**src/rtl/seq_ctrl.sv**
```systemverilog
// Multi-cycle instruction sequencer: steps each instruction through FETCH, DECODE,
// EXEC, MEM and WB, driving pc, datapath strobes and a req/ack data-memory handshake.
module seq_ctrl #(
    parameter int                ADDR_W      = 16,
    parameter logic [ADDR_W-1:0] RESET_PC    = '0,
    parameter int                MEM_TIMEOUT = 8
) (
    input  logic              clk,
    input  logic              reset,
    input  logic              run,
    input  logic              is_halt,
    input  logic              is_mem,
    input  logic              wb_en,
    input  logic              is_branch,
    input  logic              branch_taken,
    input  logic [ADDR_W-1:0] branch_target,
    input  logic              mem_ack,
    output logic [ADDR_W-1:0] pc,
    output logic              ir_load,
    output logic              reg_read,
    output logic              alu_enable,
    output logic              reg_write,
    output logic              mem_req,
    output logic [2:0]        state,
    output logic              halted,
    output logic              fault,
    output logic [15:0]       retire_cnt
);

    typedef enum logic [2:0] {
        S_IDLE   = 3'd0,
        S_FETCH  = 3'd1,
        S_DECODE = 3'd2,
        S_EXEC   = 3'd3,
        S_MEM    = 3'd4,
        S_WB     = 3'd5,
        S_HALT   = 3'd6,
        S_FAULT  = 3'd7
    } state_t;

    localparam int              CNT_W    = $clog2(MEM_TIMEOUT + 1);
    localparam logic [CNT_W-1:0] CNT_LAST = CNT_W'(MEM_TIMEOUT - 1);

    state_t            state_q, state_d;
    logic [ADDR_W-1:0] pc_q, pc_d;
    logic [15:0]       retire_q, retire_d;
    logic [CNT_W-1:0]  cnt_q, cnt_d;
    logic              mem_f_q, mem_f_d;
    logic              wb_f_q, wb_f_d;
    logic              br_f_q, br_f_d;
    logic              taken_q, taken_d;
    logic [ADDR_W-1:0] target_q, target_d;
    logic              ir_load_q, alu_enable_q, reg_write_q, mem_req_q, halted_q, fault_q;
    logic              commit;

    always_comb begin
        state_d  = state_q;
        pc_d     = pc_q;
        retire_d = retire_q;
        cnt_d    = '0;
        mem_f_d  = mem_f_q;
        wb_f_d   = wb_f_q;
        br_f_d   = br_f_q;
        taken_d  = taken_q;
        target_d = target_q;
        commit   = 1'b0;

        case (state_q)
            S_IDLE:   if (run) state_d = S_FETCH;
            S_FETCH:  state_d = S_DECODE;
            S_DECODE: begin
                mem_f_d = is_mem;
                wb_f_d  = wb_en;
                br_f_d  = is_branch;
                if (is_halt) begin
                    state_d  = S_HALT;
                    retire_d = retire_q + 16'd1;
                end else begin
                    state_d = S_EXEC;
                end
            end
            S_EXEC: begin
                taken_d  = branch_taken;
                target_d = branch_target;
                if (mem_f_q)     state_d = S_MEM;
                else if (wb_f_q) state_d = S_WB;
                else             commit  = 1'b1;
            end
            S_MEM: begin
                // An ack in the final allowed cycle still completes normally.
                if (mem_ack) begin
                    if (wb_f_q) state_d = S_WB;
                    else        commit  = 1'b1;
                end else if (cnt_q == CNT_LAST) begin
                    state_d = S_FAULT;
                end else begin
                    cnt_d = cnt_q + 1'b1;
                end
            end
            S_WB:    commit = 1'b1;
            default: ;
        endcase

        // taken_d/target_d already hold the live EXEC values when committing from EXEC.
        if (commit) begin
            pc_d     = (br_f_q && taken_d) ? target_d : pc_q + ADDR_W'(1);
            retire_d = retire_q + 16'd1;
            state_d  = run ? S_FETCH : S_IDLE;
        end
    end

    always_ff @(posedge clk or negedge reset) begin
        if (!reset) begin
            state_q      <= S_IDLE;
            pc_q         <= RESET_PC;
            retire_q     <= '0;
            cnt_q        <= '0;
            mem_f_q      <= 1'b0;
            wb_f_q       <= 1'b0;
            br_f_q       <= 1'b0;
            taken_q      <= 1'b0;
            target_q     <= '0;
            ir_load_q    <= 1'b0;
            alu_enable_q <= 1'b0;
            reg_write_q  <= 1'b0;
            mem_req_q    <= 1'b0;
            halted_q     <= 1'b0;
            fault_q      <= 1'b0;
        end else begin
            state_q      <= state_d;
            pc_q         <= pc_d;
            retire_q     <= retire_d;
            cnt_q        <= cnt_d;
            mem_f_q      <= mem_f_d;
            wb_f_q       <= wb_f_d;
            br_f_q       <= br_f_d;
            taken_q      <= taken_d;
            target_q     <= target_d;
            // Strobes are registered copies of the next state, so they line up with state_q.
            ir_load_q    <= (state_d == S_DECODE);
            alu_enable_q <= (state_d == S_EXEC);
            reg_write_q  <= (state_d == S_WB);
            mem_req_q    <= (state_d == S_MEM);
            halted_q     <= (state_d == S_HALT);
            fault_q      <= (state_d == S_FAULT);
        end
    end

    assign pc         = pc_q;
    assign ir_load    = ir_load_q;
    assign reg_read   = ir_load_q;
    assign alu_enable = alu_enable_q;
    assign reg_write  = reg_write_q;
    assign mem_req    = mem_req_q;
    assign state      = state_q;
    assign halted     = halted_q;
    assign fault      = fault_q;
    assign retire_cnt = retire_q;

endmodule

```
**config.mk**
```make
export PLATFORM = sky130hd
export DESIGN_NAME = seq_ctrl
export DESIGN_NICKNAME = d
export VERILOG_FILES = /design/src/rtl/seq_ctrl.sv
export SDC_FILE = /design/constraint.sdc
export NUM_CORES = 1
export LEC_CHECK = 0
export ABC_AREA = 1
export CAP_MARGIN = 15
export CORE_MARGIN = 4
export CORE_UTILIZATION = 40
export CTS_CLUSTER_DIAMETER = 100
export CTS_CLUSTER_SIZE = 25
export DETAILED_ROUTE_END_ITERATION = 8
export SLEW_MARGIN = 20
export SYNTH_ARGS = -nofsm -noshare
export SYNTH_HDL_FRONTEND = slang
export SYNTH_SLANG_ARGS = --single-unit
```
**constraint.sdc**
```tcl
create_clock -name clk -period 4.6 [get_ports clk]
set_clock_uncertainty 0.2 [all_clocks]
set_input_delay 0.69 -clock clk [delete_from_list [all_inputs] [get_ports clk]]
set_output_delay 0.69 -clock clk [all_outputs]
set_load 0.05 [all_outputs]
```
After elaboration in Yosys (flattened, before gate mapping)
Cells that the tools add are included.
Cells by class
  $add $sub $neg: 3
  equal/unequal tests: 12
  multiplexer cells: 22
  reductions and logical operators: 5
Operators with widths (number)
  $mux 16: 5
  $add 16x1->16 const B: 2
  $mux 3: 7
  $eq 3x3->1 const B: 6
  $pmux 3 s5: 1
  $eq 3x2->1 const B: 4
  $mux 4: 3
  $mux 1: 5
  $add 4x1->4 const B: 1
  $eq 4x3->1 const B: 1
  $reduce_bool 2->1: 2
  $eq 3x1->1 const B: 1
  $logic_not 3->1: 1
  $pmux 1 s3: 1
  $reduce_and 2->1: 1
  $logic_and 1x1->1: 1
Storage, ports and cells
  register bits after elaboration: 65
  bits of input ports: 25
  output and inout bits: 42
  word-level logic and storage cells: 57

Depth between registers and ports, before layout
Gate-level depths: netlist of the first run.
  word-level depth: 6
  depth in mapped cells: 10
  depth with buffers taken out: 9

Worst setup path after synthesis of the first run
No wires, ideal clock.
  kind: reg2reg
  start: register retire_q[0], in the netlist retire_cnt[0]
  end: register retire_q[14], in the netlist retire_cnt[14]
  setup time: 0.118 ns
  data arrival time: 1.730 ns
  data required time: 4.282 ns
  slack: 2.552 ns
  stages on the path, launching flop included: 9
  path buffers: 0
  clock period less this slack: 2.048 ns
  path through: dfrtp_1 > ha_1 > nand3_1 > nor3_1 > nand3_1 > nand2_1 > nand2_1 > nand2_1 > nand2_1
Between the ends
  word-level cells in the longest chain between the ends: 4
RTL lines
  from (decl): RTL line 46  | logic [15:0] retire_q, retire_d;
  from (signal assigned): RTL line 132  | retire_q <= retire_d;
  $add 16x1->16 (*): RTL line 77, 107
  $mux 16: RTL line 75  | if (is_halt) begin
  $mux 16: RTL line 68  | case (state_q)
  $mux 16 (*): RTL line 105  | if (commit) begin
Mark *: on every way between the ends. The rest lies on a longest branch, timed or not. The select of a mux whose other input is x is not followed.
A chain may end at the register's enable or synchronous reset.

Final worst setup path of the first run
  start: register state_q[2], in the netlist state[2]
  end: output state[2]
RTL lines
  from (decl): RTL line 44  | state_t state_q, state_d;
  from (signal assigned): RTL line 130  | state_q <= state_d;
  to (decl): RTL line 24  | output logic [2:0] state,
No word-level cell between the ends.

==> impl_metrics.toml, run 1 <==
[cts]
clkSinkCount = 65
cts-buffers-inserted = 9
htree_levels = 3
clockRootBuffer = "clkbuf_8"
cts-resized-gates = 0
cts_tree = "built"
clock_latency_ns = 0.34
clk_pin_slew_ns = 0.07
clk_path_buf_depth = 2
cts_setup_buffers = 0
hold_buffers = 0

[setup_path]
critical_path_arrival_ns = 1.77
path_cells = "clkdlybuf4s50_1"
cp-end-kind = "output pin"
path_max_fanout = 7
worstSetupPathDepth = 1
slowest_stage = "clkdlybuf4s50_1"
cpPeakStageDelay_ns = 0.90
path_buf_inv = 1
critical_path_class = "reg2out"
worst_ep_required_time_ns = 3.71
crit_path_start_kind = "flop"
rr_worst_depth = 6
path_delay_family = "buffers and inverters"

[pwr]
p_seq_share_pct = 31.2
switching_share_pct = 49.2
intPower_mw = 1.67
p_leak_nw = 2.11
pwr-share-comb_pct = 50.6
p_switching_mw = 1.61
p_total_mw = 3.28
ir_drop_mv = 0.404
power_density_nw_per_um2 = 725
clockPowerShare_pct = 18.1

[grt]
grt_pass1_vias = 2992
grt-ovfl-total = 0
gr-usage-all-layers_pct = 17.5
grt_first_pass_wirelength_mm = 14.4
grt_max_degree = 40
antenna_found_initial = 0

[logic_synthesis]
syn_avg_cell_area_um2 = 7.53
ys_async_sr_fraction_pct = 100
synth_top_area_share_pct = 45.3
synth_area_leader_cell = "dfrtp_1"
synthFlopType = "dfrtp_1"
synthDistinctLibCells = 31
yosys-top-cells-area = "dfrtp_1, nand2_1, nand3_1"
yosysSeqAreaShare_pct = 45.3
synth_fp_nets = 505
synth_edf_count = 0
yosysWarnings = 0
synthCells = 477
netlist_area_um2 = 3590
yosysMostFrequentCell = "nand2_1"
ys_ff_latch = 65
synthTopCellsByCount = "nand2_1, dfrtp_1, inv_1, nand3_1, nor2_1"

[placement]
place_congestion = 0.873
numPortBuffers = 66
place_area_um2 = 4280
placed_cells = 640
hpwl_mm = 6.35
pre_cts_slack_ns = 2.02

[timing]
min_period_ns = 2.66
period_share_pct = 57.9
relSlewSlack_pct = 59.5
rsz0062_at_grt = "no"
final-hold-violation-count = 0
max_freq_mhz = 375
tightest_slew_ns = 0.607
tns_ns = 0
finalMaxSlewViolations = 0
setup_viol = 0
setup_ws_ns = 1.94

[finish]
syn_to_final_growth_pct = 26.0
fin_cells = 656
nets = 571
layout-drive-gt1-share_pct = 6.75
antenna_cells = 0
stdcell_area_um2 = 4530

[route]
wirelength_mm = 8.75
dr_total_vias = 3209
firstDrtPassIters = 5
ant_nets = 0
drc_errors = 0
drt_iter0_drc = 167
avgRoutedWirePerCell_um = 13.3
viasPerCell = 4.89

[floorplan]
ios = 67
start_util_pct = 41.2
die_h_um = 103
core_um2 = 8720
rows = 34
fp.dieArea_um2 = 10600
die_x_um = 103

[flow_run]
drv_cap = 0

[run_status]
status = "completed"

[min_path]
hold_path_class = "in2async"
## layer usage
metal | vias up | global-route usage (%) | wire length, um
met5 | - | 0 | 0
met4 | 0 | 5.18 | 119
met3 | 11 | 4.60 | 616
met2 | 88 | 27.6 | 3930
met1 | 1470 | 23.9 | 4090
li1 | 1640 | - | -
## stage by stage
| stage | hold WS, ns | utilization [%] |
|---|---|---|
| floorplan | 0.194 | - |
| global placement | 0.262 | 49.1 |
| detailed placement | 0.265 | 49.1 |
| CTS | 0.159 | 51.9 |
| global route | 0.181 | 51.9 |
| finish | 0.151 | 51.9 |
## final timing paths
kind	slack (ns)	from	endpoint
max	1.94	state[2]	state[2]
min	0.15	reset	retire_cnt[9]
max reg2reg	2.14	state[2]	pc[4]
min reg2reg	0.28	cnt_q[0]	cnt_q[0]
max in group asynchronous	3.11	reset	target_q[1]
min in group clk	0.28	cnt_q[0]	cnt_q[0]
## area by class of cell
cell class	instances	area, um2
repair buffers	67	663
flip-flops and latches	65	1630
inverters	66	250
fillers	847	4200
well taps	108	135
multi-input cells	334	1610
clock buffers	9	124
clock inverters	7	119
## placed cells by master, fill, tap and decap left out, types with 4 or more instances in the layout
cell,synthesis,final
a21oi_1,4,4
clkbuf_8,0,9
clkdlybuf4s50_1,0,65
dfrtp_1,65,65
inv_1,62,62
nand2_1,150,150
nand3_1,48,48
nand3_2,4,4
nand4_1,9,9
nor2_1,40,40
nor3_1,10,10
o21ai_0,24,24
o21ai_1,12,12
xor2_1,12,12
## registers in the layout, summed over array words and instances (netlist names)
signal,flops
alu_enable,1
br_f_q,1
cnt_q,4
fault,1
halted,1
ir_load,1
mem_f_q,1
mem_req,1
pc,16
reg_write,1
retire_cnt,16
state,3
taken_q,1
target_q,16
wb_f_q,1
## power groups by stage
| stage | Combinational (mW) | Clock (mW) | Sequential, mW |
|---|---|---|---|
| global route | 1.84 | 0.632 | 1.06 |
| global placement | 1.65 | 0 | 1.04 |
| floorplan | 0.893 | 0 | 1.37 |
| detailed placement | 1.67 | 0 | 1.03 |
| CTS | 1.68 | 0.605 | 1.03 |
| finish | 1.66 | 0.596 | 1.03 |
## logic make-up (layout without fill, tap and decap cells)
kind of cell,after synthesis,in the layout,synth area share [%]
AO/OA/AOI/OAI,44,44,6.45
XOR/XNOR,15,15,3.66
adder cells (fa/ha/maj),3,3,1.05
buffers and inverters,78,149,9.93
flip-flops,65,65,45.3
multiplexers,1,1,0.314
AND/OR/NAND/NOR,271,271,33.3
No activity file was read; power rests on OpenSTA's default activity.
==> run 2: changes to the inputs <==
PLACE_DENSITY = 0.66   (was unset)
clock period = 2.25 ns   (was 4.6 ns; I/O delays follow)
==> run 2 against run 1 <==
Non-clock buffer count rose by 9. Clock-buffer cell count is 2 higher. Combinational power increased by 120%. Clock power grew 64%. Worst setup slack got worse by 1.9 ns. Die area did not move. Largest cell class unchanged.
==> impl_metrics.toml, run 2 (same netlist as run 1, synthesis figures left out) <==
[cts]
cts-buffers-inserted = 9
clkSinkCount = 65
clock_latency_ns = 0.34
cts_tree = "built"
clockRootBuffer = "clkbuf_8"
cts_setup_buffers = 0
clk_path_buf_depth = 2
htree_levels = 3
clk_pin_slew_ns = 0.08

[grt]
grt_pass1_vias = 3088
grt-ovfl-total = 0
grt_max_degree = 66
gr-usage-all-layers_pct = 17.8
antenna_found_initial = 0
grt_first_pass_wirelength_mm = 14.8

[min_path]
hp-start = "cnt_q[0]"
hold_path_class = "reg2reg"

[route]
viasPerCell = 4.90
drt_iter0_drc = 152
wirelength_mm = 8.72
drc_errors = 0
ant_nets = 0
firstDrtPassIters = 4
avgRoutedWirePerCell_um = 13.1
dr_total_vias = 3259

[placement]
place_congestion = 0.887
numPortBuffers = 66
hpwl_mm = 6.35

[finish]
nFillCells = 832
syn_to_final_growth_pct = 26.8
antenna_cells = 0
final_common_cell = "nand2_1"
mostFrequentLayoutCells = "nand2_1, dfrtp_1, inv_1, clkdlybuf4s50_1, nand3_1"
layout-drive-gt1-share_pct = 8.08
nets = 580

[run_status]
status = "completed"

[setup_path]
path_buf_inv = 1
r2r-start = "state[0]"
cp-end-kind = "output pin"
regToRegSetupSlack_ns = 0.31
critical_path_class = "reg2out"
slowest_stage = "clkdlybuf4s50_1"
cpPeakStageDelay_ns = 0.85
critical_path_arrival_ns = 1.65
worst_ep_required_time_ns = 1.71
path_max_fanout = 6
path_delay_family = "buffers and inverters"
crit_path_start_kind = "flop"
path_cells = "clkdlybuf4s50_1"
crit_start = "pc[5]"

[pwr]
p_total_mw = 6.57
ir_drop_mv = 0.665
p_leak_nw = 2.18
power_density_nw_per_um2 = 1440

[timing]
finalMaxSlewViolations = 0
rsz0062_at_grt = "no"
setup_viol = 0
period_share_pct = 97.3
max_freq_mhz = 457
min_period_ns = 2.19
final-hold-violation-count = 0
tightest_slew_ns = 0.510
tns_ns = 0
relSlewSlack_pct = 66.0

[flow_run]
drv_cap = 0

[floorplan]
start_util_pct = 41.2
core_um2 = 8720
fp.dieArea_um2 = 10600
rows = 34
die_h_um = 103
ios = 67
die_x_um = 103
==> run 2: cell count changes in the layout (fill, tap and decap cells not counted), sizes merged <==
cell / previous run / this run
buf: 2 / 12
bufinv: 3 / 1
clkbuf: 9 / 11
clkdlybuf4s50: 65 / 58
clkinv: 2 / 3
clkinvlp: 2 / 1
dlygate4sd2: 0 / 2
dlygate4sd3: 0 / 1
dlymetal6s2s: 0 / 3
==> run 2: report_power, final <==
part / internal, mW / switching (mW)
combinational: 1.15 / 2.42
clock: 0.511 / 0.466
sequential: 1.61 / 0.415
total: 3.27 / 3.30
==> run 2: final cells by class <==
type	instances	area (um2)	area share (%)
Multi-Input combinational cell	334	1610	35.3
Clock buffer	11	131	2.89
Tap cell	108	135	2.97
Sequential cell	65	1630	35.7
Inverter	66	250	5.50
Clock inverter	5	56.3	1.24
Timing Repair Buffer	76	746	16.4
==> run 2: final timing paths <==
path,endpoint,depth (start not counted)
max,pc[5],1
min,cnt_q[0],1
max reg2reg,pc[11],8
min reg2reg,cnt_q[0],1
max in group asynchronous,pc[10],3
min in group asynchronous,retire_cnt[4],3
==> run 2: timing repair <==
| action | 4_1_cts | 5_1_grt |
|---|---|---|
| hold endpoints to repair | 65 | 0 |
| endpoints found under the setup margin | 2 | 3 |
| resized for setup | 2 | 3 |
| hold buffers | 1 | 0 |
==> run 2: metrics by stage <==
| stage | util (%) | hold slack [ns] | instance area [um2] | instances | setup WS [ns] |
|---|---|---|---|---|---|
| 3_3_place_gp | 49.9 | 0.181 | 4350 | 648 | 0.239 |
| 4_1_cts | 52.1 | 0.277 | 4550 | 665 | 0.0133 |
| 2_1_floorplan | - | -0.158 | 3590 | 477 | 0.202 |
| 5_1_grt | 52.2 | 0.312 | 4550 | 665 | 0.00417 |
| 6_report | 52.2 | 0.272 | 4550 | 665 | 0.0614 |
| 3_5_place_dp | 49.9 | 0.182 | 4350 | 648 | 0.197 |
==> run 2: layer usage <==
| layer | global-route usage [%] | up-vias | wire length (um) | part of all wire (%) |
|---|---|---|---|---|
| met5 | 0 | - | 0 | 0 |
| met4 | 6.37 | 0 | 151 | 1.7 |
| met3 | 3.04 | 12 | 432 | 5.0 |
| met2 | 30.0 | 87 | 4200 | 48 |
| met1 | 23.3 | 1495 | 3940 | 45 |
| li1 | - | 1665 | - | - |
